File: config.mk
export PLATFORM = sky130hd
export DESIGN_NAME = cache_snoop_responder
export DESIGN_NICKNAME = d
export VERILOG_FILES = /design/src/rtl/cache_snoop_responder_pkg.sv /design/src/rtl/snoop_stat_ctr.sv /design/src/rtl/cache_snoop_responder.sv
export SDC_FILE = /design/constraint.sdc
export NUM_CORES = 1
export LEC_CHECK = 0
export ABC_AREA = 1
export CAP_MARGIN = 40
export CORE_ASPECT_RATIO = 0.8
export CORE_MARGIN = 2
export CORE_UTILIZATION = 39
export DETAILED_ROUTE_END_ITERATION = 10
export PLACE_DENSITY_LB_ADDON = 0.15
export SLEW_MARGIN = 20
export SYNTH_ARGS = -nofsm -noshare
export SYNTH_HDL_FRONTEND = slang
export SYNTH_SLANG_ARGS = --single-unit
File: constraint.sdc
create_clock -name clk -period 2.4 [get_ports clk]
set_input_delay 0.48 -clock clk [delete_from_list [all_inputs] [get_ports clk]]
set_output_delay 0.48 -clock clk [all_outputs]
set_load 0.01 [all_outputs]
File: src/rtl/cache_snoop_responder_pkg.sv
// ============================================================================
// Module      : cache_snoop_responder_pkg
// Description : Shared coherence-bus types for the snoop responder.
// Revision    : 1.0 - initial release
// ============================================================================
`default_nettype none

package cache_snoop_responder_pkg;

    typedef enum logic [1:0] {
        NOOP       = 2'd0,
        READ_MISS  = 2'd1,
        WRITE_MISS = 2'd2,
        INVALIDATE = 2'd3
    } bus_op_t;

    typedef enum logic [1:0] {
        INVALID  = 2'd0,
        SHARED   = 2'd1,
        MODIFIED = 2'd2
    } cache_block_state_t;

    typedef enum logic [1:0] {
        IDLE   = 2'd0,
        LOOKUP = 2'd1,
        WB     = 2'd2,
        ACK    = 2'd3
    } snoop_fsm_t;

    localparam int C_ADDR_W  = 16;
    localparam int C_DATA_W  = 16;
    localparam int C_STAT_W  = 16;

endpackage

`default_nettype wire

File: src/rtl/snoop_stat_ctr.sv
// ============================================================================
// Module      : snoop_stat_ctr
// Description : 16-bit saturating event counter for snoop statistics.
// Revision    : 1.0 - initial release
// ============================================================================
`default_nettype none

module snoop_stat_ctr
    import cache_snoop_responder_pkg::*;
(
    input  logic                clk,
    input  logic                rst,
    input  logic                inc,
    output logic [C_STAT_W-1:0] count
);

    always_ff @(posedge clk or posedge rst) begin
        if (rst) begin
            count <= '0;
        end else if (inc && (count != {C_STAT_W{1'b1}})) begin
            count <= count + 1'b1;
        end
    end

endmodule

`default_nettype wire

File: src/rtl/cache_snoop_responder.sv
// ============================================================================
// Module      : cache_snoop_responder
// Description : Snoop side of the coherence bus; downgrades/invalidates local
//               blocks and writes back dirty data. Optional statistics
//               counters are enabled by defining SNOOP_STATS_EN.
// Revision    : 1.0 - initial release
// ============================================================================
`default_nettype none

module cache_snoop_responder
    import cache_snoop_responder_pkg::*;
#(
    parameter int         INDEX_W = 4,
    parameter int         TAG_W   = 12,
    parameter logic [1:0] CORE_ID = 2'd0
) (
    input  logic                    clk,
    input  logic                    rst,
    input  logic                    bus_valid,
    input  bus_op_t                 bus_op,
    input  logic [C_ADDR_W-1:0]     bus_addr,
    input  logic [1:0]              bus_src_id,
    output logic                    bus_ack,
    output logic                    snp_hit,
    output logic                    snp_flush,
    output logic                    snp_busy,
    output logic                    tag_rd_en,
    output logic [INDEX_W-1:0]      tag_rd_idx,
    input  logic [TAG_W-1:0]        tag_rd_tag,
    input  cache_block_state_t      tag_rd_state,
    input  logic [C_DATA_W-1:0]     tag_rd_data,
    output logic                    st_wr_en,
    output logic [INDEX_W-1:0]      st_wr_idx,
    output cache_block_state_t      st_wr_state,
    output logic                    wb_req,
    output logic [C_ADDR_W-1:0]     wb_addr,
    output logic [C_DATA_W-1:0]     wb_data,
    input  logic                    wb_ack,
    output logic                    err_proto
`ifdef SNOOP_STATS_EN
    ,
    output logic [C_STAT_W-1:0]     stat_hits,
    output logic [C_STAT_W-1:0]     stat_flushes
`endif
);

    snoop_fsm_t          r_state;
    bus_op_t             r_op;
    logic [C_ADDR_W-1:0] r_addr;
    cache_block_state_t  r_pend;

    logic w_foreign;
    logic w_hit;

    assign w_foreign  = bus_valid && (bus_op != NOOP) && (bus_src_id != CORE_ID);
    assign w_hit      = (tag_rd_tag == r_addr[C_ADDR_W-1:INDEX_W]) && (tag_rd_state != INVALID);

    assign snp_busy   = (r_state != IDLE);
    assign tag_rd_en  = (r_state == IDLE) && w_foreign;
    assign tag_rd_idx = bus_addr[INDEX_W-1:0];
    assign st_wr_idx  = r_addr[INDEX_W-1:0];

    // State writes fire in the deciding cycle so they never coincide with bus_ack
    // and vanish immediately if reset forces the FSM back to IDLE.
    always_comb begin
        st_wr_en    = 1'b0;
        st_wr_state = INVALID;
        err_proto   = 1'b0;
        if ((r_state == LOOKUP) && w_hit) begin
            if ((tag_rd_state == SHARED) && (r_op != READ_MISS)) begin
                st_wr_en = 1'b1;
            end else if ((tag_rd_state == MODIFIED) && (r_op == INVALIDATE)) begin
                st_wr_en  = 1'b1;
                err_proto = 1'b1;
            end
        end else if ((r_state == WB) && wb_ack) begin
            st_wr_en    = 1'b1;
            st_wr_state = r_pend;
        end
    end

    always_ff @(posedge clk or posedge rst) begin
        if (rst) begin
            r_state   <= IDLE;
            r_op      <= NOOP;
            r_addr    <= '0;
            r_pend    <= INVALID;
            bus_ack   <= 1'b0;
            snp_hit   <= 1'b0;
            snp_flush <= 1'b0;
            wb_req    <= 1'b0;
            wb_addr   <= '0;
            wb_data   <= '0;
        end else begin
            bus_ack   <= 1'b0;
            snp_hit   <= 1'b0;
            snp_flush <= 1'b0;
            case (r_state)
                IDLE: begin
                    if (w_foreign) begin
                        r_op    <= bus_op;
                        r_addr  <= bus_addr;
                        r_state <= LOOKUP;
                    end else if (bus_valid) begin
                        bus_ack <= 1'b1;
                        r_state <= ACK;
                    end
                end
                LOOKUP: begin
                    if (w_hit && (tag_rd_state == MODIFIED) && (r_op != INVALIDATE)) begin
                        wb_req  <= 1'b1;
                        wb_addr <= r_addr;
                        wb_data <= tag_rd_data;
                        r_pend  <= (r_op == READ_MISS) ? SHARED : INVALID;
                        r_state <= WB;
                    end else begin
                        bus_ack <= 1'b1;
                        snp_hit <= w_hit;
                        r_state <= ACK;
                    end
                end
                WB: begin
                    if (wb_ack) begin
                        wb_req    <= 1'b0;
                        bus_ack   <= 1'b1;
                        snp_hit   <= 1'b1;
                        snp_flush <= 1'b1;
                        r_state   <= ACK;
                    end
                end
                default: begin
                    r_state <= IDLE;
                end
            endcase
        end
    end

`ifdef SNOOP_STATS_EN
    snoop_stat_ctr u_hit_ctr (
        .clk   (clk),
        .rst   (rst),
        .inc   (bus_ack && snp_hit),
        .count (stat_hits)
    );

    snoop_stat_ctr u_flush_ctr (
        .clk   (clk),
        .rst   (rst),
        .inc   (bus_ack && snp_flush),
        .count (stat_flushes)
    );
`endif

endmodule

`default_nettype wire

**Yosys cells after proc, flatten, opt, wreduce, memory -nomap -nowiden**

Cells that the tools add are included.

- Register bits: 58
- Bits of input ports: 54
- Word-level logic and storage cells: 67

- Equal/unequal tests: 12
- Mux-type cells: 25
- Reductions and logical operators: 20

Operators by type and width:

| operator | count |
|---|---|
| 1-bit two-way mux | 16 |
| 12-bit == test | 1 |
| 1-bit logical AND | 10 |
| 2-bit two-way mux | 5 |
| 2-bit nonzero test | 5 |
| 2-bit by 1-bit == test with 1-bit output, second input constant | 3 |
| 2-bit == test, second input constant | 3 |
| 2-bit case mux with 3 select lines | 1 |
| 2-bit AND reduction | 3 |
| 2-bit by 1-bit != test with 1-bit output, second input constant | 2 |
| 2-bit != test, second input constant | 2 |
| 1-bit case mux with 2 select lines | 2 |
| 3-bit != test, second input constant | 1 |
| 1-bit case mux with 3 select lines | 1 |
| 3-bit AND reduction | 1 |
| 2-bit zero test | 1 |

**Logic depth before layout (Yosys ltp)**

Gate-level depths: netlist of run 1.

- Depth in word-level cells: 6
- Depth in mapped cells: 12
- Gate-level depth less buffers: 11

**Worst setup path before layout of run 1**

Ideal clock, no wire load.

- Path kind: register -> output
- From: reg r_state[0]
- To: out tag_rd_en
- Arrival time: 1.411 ns
- Data required time: 1.920 ns
- Path slack: 0.509 ns
- Cell stages (with the launch flop): 6
- Buffers on the path: 1
- Path through: dfrtp_1 > inv_1 > ha_1 > clkinv_1 > nor2_1 > clkbuf_1

- Cells in the longest elaborated chain, start to end: 2

Ends and longest elaborated chain:

| element | line | RTL |
|---|---|---|
| start, declared | cache_snoop_responder.sv:47 | `snoop_fsm_t r_state;` |
| start signal, assigned | cache_snoop_responder.sv:84 | `r_state <= IDLE;` |
| start signal, assigned | cache_snoop_responder.sv:103 | `r_state <= LOOKUP;` |
| start signal, assigned | cache_snoop_responder.sv:106 | `r_state <= ACK;` |
| 2-bit zero test | cache_snoop_responder.sv:59 | `assign tag_rd_en = (r_state == IDLE) && w_foreign;` |
| 1-bit logical AND | cache_snoop_responder.sv:59 |  |
| end, declared | cache_snoop_responder.sv:27 | `output logic tag_rd_en,` |

Every way passes these cells.

**Final worst setup path of run 1**

- From: reg r_addr[10]
- To: out st_wr_en

- Cells in the longest elaborated chain, start to end: 4

Ends and longest elaborated chain:

| element | line | RTL |
|---|---|---|
| start, declared | cache_snoop_responder.sv:49 | `logic [C_ADDR_W-1:0] r_addr;` |
| start signal, assigned | cache_snoop_responder.sv:102 | `r_addr <= bus_addr;` |
| 12-bit == test | cache_snoop_responder.sv:56 | `assign w_hit = (tag_rd_tag == r_addr[C_ADDR_W-1:INDEX_W]) && (tag_rd_state != INVALID);` |
| 1-bit logical AND | cache_snoop_responder.sv:56 |  |
| 1-bit logical AND | cache_snoop_responder.sv:69 | `if ((r_state == LOOKUP) && w_hit) begin` |
| 1-bit two-way mux | cache_snoop_responder.sv:69 |  |
| end, declared | cache_snoop_responder.sv:32 | `output logic st_wr_en,` |

Every way passes these cells.

==> results of run 1 <==
==> area by class of cell <==
class,count,share of cell area (%)
clock inverters,2,0.796
well taps,105,2.99
flip-flops and latches,57,32.5
inverters,102,8.70
repair buffers,116,26.3
clock buffers,13,4.07
multi-input cells,246,24.7
==> synth_stat cells (2+ instances only) <==
library cell | number | area, um^2
nand4_1 | 2 | 12.5
o21ai_0 | 20 | 100
dfrtp_1 | 57 | 1430
nor2_2 | 2 | 12.5
clkbuf_1 | 4 | 15.0
nor3_1 | 3 | 15.0
nor2_1 | 84 | 315
ha_1 | 4 | 50.1
xnor2_1 | 2 | 17.5
inv_1 | 93 | 349
buf_4 | 9 | 67.6
nand3_1 | 7 | 35.0
a21oi_1 | 3 | 15.0
buf_2 | 4 | 20.0
buf_6 | 2 | 22.5
inv_2 | 8 | 30.0
nand2_1 | 111 | 417
==> stage by stage <==
step,instances,hold WS [ns],cell area (um^2)
floorplan,424,0.492,2990
global placement,626,0.466,4130
detailed placement,626,0.467,4130
CTS,641,0.482,4360
global route,641,0.525,4400
finish,641,0.474,4400
==> power by group <==
part | switching (mW) | internal (mW)
combinational | 0.610 | 0.514
clock | 0.363 | 0.585
sequential | 0.158 | 1.16
total | 1.13 | 2.26
==> state kept, by name, summed over array words and instances (netlist names) <==
name and count:
wb_addr 16, bus_ack 1, snp_flush 1, r_state 2
r_pend 1, snp_hit 1, wb_req 1, r_op 2
wb_data 16, r_addr 16
==> cell families (layout without fill, tap and decap cells) <==
| kind of cell | count (synthesis) | count (layout) | synth area share [%] |
|---|---|---|---|
| compound gates | 27 | 27 | 4.86 |
| xor+xnor | 3 | 3 | 0.880 |
| fa+ha+maj | 4 | 4 | 1.68 |
| buf+inv | 121 | 233 | 17.0 |
| flops | 57 | 57 | 47.8 |
| other cells | 1 | 1 | 0.126 |
| simple gates | 211 | 211 | 27.7 |
==> metal layers <==
metal  share of wire (%)  vias up  global-route usage (%)
met2                  45       71                    28.9
met5                   0        -                       0
met3                 6.4        4                    6.65
met1                  48     1201                    22.8
met4                0.54        0                    4.13
li1                    -     1427                       -
==> how the worst max path moves through the flow <==
stage                         start  cells after the start        end  slack (ns)
floorplan                r_state[0]                      5  tag_rd_en        0.51
global placement      tag_rd_tag[8]                     10  err_proto       -0.52
detailed placement    tag_rd_tag[8]                     10  err_proto       -0.48
CTS                 tag_rd_state[0]                     12   st_wr_en        0.01
global route             r_addr[10]                     11   st_wr_en        0.03
finish                   r_addr[10]                     11   st_wr_en        0.16
==> cell usage in the layout, fill, tap and decap left out, types with 2 or more instances in the layout <==
cell and n:
nor3_2 2, o21ai_0 19, xnor2_1 2, buf_2 2, dfrtp_1 56, nand4_1 2, clkdlybuf4s50_1 83, nand2_2 4
nand3_1 6, inv_1 92, clkbuf_8 13, nand2_1 107, ha_1 3, buf_4 13, inv_2 9, dlymetal6s2s_1 12
dlygate4sd2_1 4, nor2_2 6, nor2_1 80, a21oi_1 3
==> what timing repair did <==
action	CTS	global route
pin swaps	3	15
gates cloned	0	0
setup endpoints to repair	4	4
gates resized for setup	24	18
==> worst reg2reg max path: stages (launching register included) <==
cell      delay [ns]
dfrtp_2         0.44
inv_1           0.10
ha_2            0.22
clkinv_1        0.10
buf_4           0.17
o22ai_1         0.31
nor2_1          0.11
a22o_1          0.22
==> impl_metrics.yaml, run 1 <==
finish:
  multi_input_area_um2: 1090
  final_nets: 590
  layout-drive-gt1-share_pct: 10.6
  fin_util_pct: 59.2
  seq_area_um2: 1430
  area_growth_pct: 47.4
  insertedDiodeCount: 0
  fill_cells: 704
floorplan:
  die_w_um: 102
  die_area_um2: 8380
  core-area_um2: 7430
  die_height_um: 82.3
  core.rowCount: 28
  io_pins: 104
  initial_utilization_pct: 40.2
setup_path:
  cpPeakStageDelay_ns: 0.40
  required_ns: 1.92
  rrSetupSlack_ns: 0.62
  critPathArrivalTime_ns: 1.76
  path_cells: "inv_1 -> nand2_1 -> nand2_1 -> buf_4 -> nand3_1 -> nor2_2 -> nand2_1 -> nor2_2 -> nand3_1 -> nand3_2 -> buf_6"
  cp-start-kind: "flop"
  reg2regPathDepth: 7
  cpMostUsedCell: "nand2_1"
  worstSetupPathType: "reg2out"
  r2r_start: "r_state[0]"
  critPathBufInv: 3
  cp_slowest_cell: "dfrtp_1"
  crit_fanout: 3
  path_delay_family: "simple AND/OR/NAND/NOR gates"
  reg2reg_to: "r_state[1]"
  end_kind: "output port"
cts:
  clockRootBuffer: "clkbuf_8"
  ctsHoldBuffers: 0
  cts_sinks: 57
  cts-buffers-inserted: 9
  cts_max_path_buffers: 2
  htreeDepth: 3
  clk_pin_slew_ns: 0.06
  insertion_delay_ns: 0.33
  post_cts_buffers: 0
  tritoncts: "done"
global_routing:
  grt_max_degree: 58
  track_usage_pct: 17.8
  gr-total-overflow: 0
  grt_pass1_vias: 2617
  grt_antenna_before_repair: 0
  grt_pass1_wl_um: 11600
sta:
  timing.fmax_mhz: 446
  setup_viol: 0
  finalHoldViolations: 0
  final.setup.tns_ns: 0
  skew_ns: 0.00794
  period_share_pct: 93.5
  drv_slew: 0
  fin_ws_ns: 0.156
  rsz0062_at_grt: "no"
  period_minus_slack_ns: 2.24
yosys:
  yosys.cell_types.count: 26
  synth_edf_count: 0
  yosysWarnings: 0
  syn_inst: 424
  synth.avg_cell_area_um2: 7.04
  synthArstFlopShare_pct: 100
  synth-seq-cells: 57
  syn_nets: 482
  ys_seq_area_share_pct: 47.8
  synth_area_um2: 2990
  ys.flop_type: "dfrtp_1"
flow_run:
  drv_cap: 0
hold_path:
  holdCritPathClass: "reg2reg"
  hold-path-endpoint: "wb_req"
  worstHoldPathCells: 2
  hp-start: "wb_req"
drt:
  dr.first_iter.drc_count: 74
  firstDrtPassIters: 4
  wl_per_cell_um: 10.9
  vias: 2703
  ant_nets: 0
  drc: 0
  viasPerCell: 4.22
  drt-total-wl_um: 6980
placed_design:
  post-dp-hpwl_um: 5130
  dpl_worst_slack_ns: -0.484
  gp_congestion: 0.838
  portBuffers: 102
power:
  p_leak_nw: 2.60
  ir_drop_v: 0.000479
  power.density_nw_per_um2: 770
  power_mw: 3.39
run_status:
  status: "finished, final reports clean"
Power figures use the tool's default switching activity.
==> run 2, diff against run 1 <==
--- a/config.mk
+++ b/config.mk
@@ -9,9 +9,9 @@
 export CAP_MARGIN = 40
 export CORE_ASPECT_RATIO = 0.8
 export CORE_MARGIN = 2
-export CORE_UTILIZATION = 39
+export CORE_UTILIZATION = 45
 export DETAILED_ROUTE_END_ITERATION = 10
-export PLACE_DENSITY_LB_ADDON = 0.15
+export PLACE_DENSITY = 0.8
 export SLEW_MARGIN = 20
 export SYNTH_ARGS = -nofsm -noshare
 export SYNTH_HDL_FRONTEND = slang
==> impl_metrics.yaml, run 2 (synthesis results as in run 1) <==
run_status:
  status: "finished, final reports clean"
finish:
  reg_top3: "r_addr x16, wb_addr x16, wb_data x16"
  final_cell_mix: "105 x nand2_1, 92 x inv_1, 84 x clkdlybuf4s50_1"
  layout-drive-gt1-share_pct: 11.1
  area_growth_pct: 46.6
  final_common_cell: "nand2_1"
  insertedDiodeCount: 0
  instances_no_fill: 623
  final_nets: 592
floorplan:
  initial_utilization_pct: 46.6
  core-area_um2: 6410
  die_w_um: 95.1
  die_height_um: 76.9
  core.rowCount: 26
  io_pins: 104
  die_area_um2: 7310
sta:
  fin_ws_ns: 0.0670
  period_minus_slack_ns: 2.33
  period_share_pct: 97.2
  setup_viol: 0
  finalHoldViolations: 0
  holdWs_ns: 0.459
  drv_slew: 0
  timing.fmax_mhz: 429
  rsz0062_at_grt: "no"
  skew_ns: 0.0102
drt:
  dr.first_iter.drc_count: 104
  viasPerCell: 4.50
  vias: 2805
  wl_per_cell_um: 11.7
  firstDrtPassIters: 4
  ant_nets: 0
  drc: 0
  drt-total-wl_um: 7280
setup_path:
  worstSetupPathType: "reg2out"
  critPathArrivalTime_ns: 1.85
  crit_fanout: 8
  cp-start-kind: "flop"
  required_ns: 1.92
  end_kind: "output port"
global_routing:
  grt_pass1_wl_um: 12300
  grt_antenna_before_repair: 0
  grt_pass1_vias: 2781
  gr-total-overflow: 0
  grt_max_degree: 52
  track_usage_pct: 21.6
cts:
  clockRootBuffer: "clkbuf_8"
  htreeDepth: 3
  clk_pin_slew_ns: 0.07
  tritoncts: "done"
  cts-buffers-inserted: 9
  cts_max_path_buffers: 2
  cts_sinks: 57
  ctsHoldBuffers: 0
  insertion_delay_ns: 0.34
placed_design:
  dpl_worst_slack_ns: -0.520
  place_inst: 605
  post-dp-hpwl_um: 5290
  portBuffers: 102
  gp_congestion: 0.900
power:
  power.density_nw_per_um2: 772
  power_mw: 3.38
  p_leak_nw: 2.59
  ir_drop_v: 0.000627
flow_run:
  drv_cap: 0
hold_path:
  holdCritPathClass: "in2async"
run 2: cell count changes in the layout (fill, tap and decap cells not counted), sizes merged:
cell and delta:
clkinv +1, clkinvlp +2, clkdlybuf4s50 +1, clkbuf -2, buf +2, dlymetal6s2s -1
run 2: layout make-up:
type	instances	area (um^2)
fillers	538	2030
flip-flops and latches	57	1430
repair buffers	118	1170
multi-input cells	246	1090
inverters	102	383
clock buffers	11	141
well taps	84	105
clock inverters	5	55.1
run 2: final timing paths:
kind                            start          end  slack (ns)  cells after the start
max in group asynchronous         rst   wb_addr[8]        1.38                      3
setup reg to reg           r_state[1]   r_state[1]        0.70                      7
hold / removal                    rst  wb_data[15]        0.46                      2
setup / recovery           r_state[1]     snp_busy        0.07                      5
hold reg to reg                wb_req       wb_req        0.47                      2
min in group clk               wb_req       wb_req        0.47                      2
run 2: critical path: stages, from the launching register on:
cell             delay (ns)
dfrtp_1                0.43
inv_1                  0.11
ha_2                   0.22
clkinv_1               0.10
buf_4                  0.17
clkdlybuf4s50_1        0.48
run 2: layer usage:
| metal | vias to the layer above | share of wire, % | wire, um | global-route usage (%) |
|---|---|---|---|---|
| met4 | 0 | 1.4 | 104 | 8.55 |
| met3 | 9 | 7.0 | 509 | 7.47 |
| met5 | - | 0 | 0 | 0 |
| met1 | 1284 | 42 | 3080 | 24.9 |
| li1 | 1432 | - | - | - |
| met2 | 80 | 49 | 3590 | 36.3 |
run 2: through the flow:
step / setup TNS, ns / utilization [%] / cell area, um^2
floorplan: 0 / - / 2990
global placement: -1.16 / 64.3 / 4120
detailed placement: -1.36 / 64.3 / 4120
CTS: 0 / 67.1 / 4300
global route: 0 / 68.3 / 4380
finish: 0 / 68.3 / 4380
run 2: repair_timing:
item | 4_1_cts | 5_1_grt
gates resized for setup | 19 | 22
setup endpoints to repair | 4 | 4
buffers inserted | 0 | 2
gates cloned | 0 | 0
pin swaps | 4 | 14
run 2: where the power goes:
| part | leakage, nW | switching (mW) | total (mW) | internal [mW] |
|---|---|---|---|---|
| logic | 1.91 | 0.634 | 1.16 | 0.531 |
| registers | 0.586 | 0.160 | 1.32 | 1.16 |
| clock network | 0.0953 | 0.393 | 0.897 | 0.504 |
==> run 3, diff against run 2 <==
--- a/config.mk
+++ b/config.mk
@@ -8,10 +8,11 @@
 export ABC_AREA = 1
 export CAP_MARGIN = 40
 export CORE_ASPECT_RATIO = 0.8
-export CORE_MARGIN = 2
+export CORE_MARGIN = 5
 export CORE_UTILIZATION = 45
 export DETAILED_ROUTE_END_ITERATION = 10
 export PLACE_DENSITY = 0.8
+export REMOVE_ABC_BUFFERS = 1
 export SLEW_MARGIN = 20
 export SYNTH_ARGS = -nofsm -noshare
 export SYNTH_HDL_FRONTEND = slang
==> impl_metrics.yaml, run 3 (synthesis results as in run 1) <==
run_status:
  status: "finished, final reports clean"
hold_path:
  hold-path-endpoint: "wb_req"
  hp-start: "wb_req"
  worstHoldPathCells: 2
  holdCritPathClass: "reg2reg"
sta:
  timing.fmax_mhz: 449
  skew_ns: 0.00810
  holdWs_ns: 0.475
  rsz0062_at_grt: "no"
  setup_viol: 0
  drv_slew: 0
  finalHoldViolations: 0
  final.setup.tns_ns: 0
  period_share_pct: 92.8
  period_minus_slack_ns: 2.23
setup_path:
  cp_slowest_cell: "dfrtp_1"
  cpMostUsedCell: "nand2_1"
  required_ns: 1.92
  worstSetupPathType: "reg2out"
  cp-start-kind: "flop"
  end_kind: "output port"
  path_delay_family: "simple AND/OR/NAND/NOR gates"
  critPathArrivalTime_ns: 1.75
  path_cells: "inv_1 -> nand2_1 -> nand2_1 -> nor2_2 -> nand2_1 -> nor2_2 -> nand2_1 -> nor2_2 -> nand3_1 -> nand3_1 -> buf_2"
  reg2regPathDepth: 7
  reg2reg_to: "r_state[1]"
  rrSetupSlack_ns: 0.72
  cpPeakStageDelay_ns: 0.38
  crit_fanout: 3
  r2r_start: "r_state[1]"
  critPathBufInv: 2
cts:
  post_cts_buffers: 0
  clk_pin_slew_ns: 0.06
  clockRootBuffer: "clkbuf_8"
  cts_max_path_buffers: 2
  htreeDepth: 3
  ctsHoldBuffers: 0
  cts_sinks: 57
  insertion_delay_ns: 0.33
  tritoncts: "done"
  cts-buffers-inserted: 9
finish:
  final_nets: 590
  insertedDiodeCount: 0
  reg_top3: "r_addr x16, wb_addr x16, wb_data x16"
  final_cell_mix: "106 x nand2_1, 92 x inv_1, 83 x clkdlybuf4s50_1"
  area_growth_pct: 45.1
  final_common_cell: "nand2_1"
  layout-drive-gt1-share_pct: 10.1
global_routing:
  grt_max_degree: 58
  grt_pass1_wl_um: 12300
  grt_antenna_before_repair: 0
  track_usage_pct: 18.0
  grt_pass1_vias: 2714
  gr-total-overflow: 0
floorplan:
  die_area_um2: 8370
  die_w_um: 101
  core-area_um2: 6410
  die_height_um: 82.9
  initial_utilization_pct: 46.6
  core.rowCount: 26
  io_pins: 104
placed_design:
  portBuffers: 102
  gp_congestion: 0.850
  post-dp-hpwl_um: 5240
drt:
  vias: 2739
  firstDrtPassIters: 4
  drc: 0
  viasPerCell: 4.42
  ant_nets: 0
  drt-total-wl_um: 7150
  wl_per_cell_um: 11.5
  dr.first_iter.drc_count: 72
power:
  p_leak_nw: 2.59
  p_sw_share_pct: 35.5
  seqPwrFrac_pct: 41.1
  power_mw: 3.19
  p_int_mw: 2.06
  ir_drop_v: 0.000403
  clkPwrFrac_pct: 23.4
  power_frac_comb_pct: 35.5
  power.density_nw_per_um2: 737
  switchingPower_mw: 1.13
flow_run:
  drv_cap: 0
[run 3: cell types whose count changed in the layout (fill, tap and decap cells not counted), moves of 2 or more]
cell / delta
buf_4: -2
clkinv_2: +2
dlymetal6s2s_1: +2
clkinvlp_4: -2
[run 3: timing repair]
| action | CTS | global route |
|---|---|---|
| pin swaps | 6 | 14 |
| cloned | 0 | 0 |
| setup endpoints to repair | 3 | 5 |
| gates resized for setup | 17 | 22 |
[run 3: through the flow]
step | utilization (%) | cells | instance area (um^2) | setup WS [ns]
after floorplan | - | 405 | 2860 | 0.0388
after global placement | 64.4 | 605 | 4130 | -0.439
after detailed placement | 64.4 | 605 | 4130 | -0.461
after CTS | 66.8 | 620 | 4280 | 0.00613
after global routing | 67.6 | 620 | 4330 | 0.0334
final | 67.6 | 620 | 4330 | 0.172
[run 3: final cells by class]
type | count | area [um^2]
fill | 556 | 2080
clock buffer | 11 | 141
tap | 84 | 105
inverter | 102 | 383
sequential | 57 | 1430
multi-input combinational | 246 | 1090
clock inverter | 4 | 20.0
timing repair buffer | 116 | 1160
[run 3: worst reg2reg max path: cells and delay by family (launching register included)]
family                     cells  cell delay [ns]
AOI/OAI and AO/OA              2             0.43
adders and majority gates      1             0.22
buffers and inverters          3             0.40
DFF                            1             0.43
and+or+nand+nor                1             0.09
[run 3: routing by layer]
metal,up-vias,track usage [%],wire length (um)
met1,1216,23.5,3190
li1,1431,-,-
met3,8,4.86,549
met5,-,0,0
met2,84,29.0,3310
met4,0,5.19,91
[run 3: how the worst max path moves through the flow]
stage | startpoint | to | cells past startpoint | slack (ns)
6_report | r_addr[5] | st_wr_en | 11 | 0.17
5_1_grt | r_addr[5] | st_wr_en | 11 | 0.03
4_1_cts | r_state[1] | tag_rd_en | 5 | 0.006
3_5_place_dp | tag_rd_state[0] | err_proto | 10 | -0.46
3_3_place_gp | tag_rd_tag[1] | err_proto | 10 | -0.44
2_1_floorplan | r_state[0] | tag_rd_en | 4 | 0.04
[run 3: power groups by stage]
| stage | logic, mW | registers (mW) | clock network [mW] |
|---|---|---|---|
| 2_1_floorplan | 0.613 | 1.32 | 0 |
| 3_3_place_gp | 1.08 | 1.32 | 0 |
| 3_5_place_dp | 1.12 | 1.33 | 0 |
| 4_1_cts | 1.12 | 1.31 | 0.768 |
| 5_1_grt | 1.28 | 1.34 | 0.820 |
| 6_report | 1.13 | 1.31 | 0.748 |
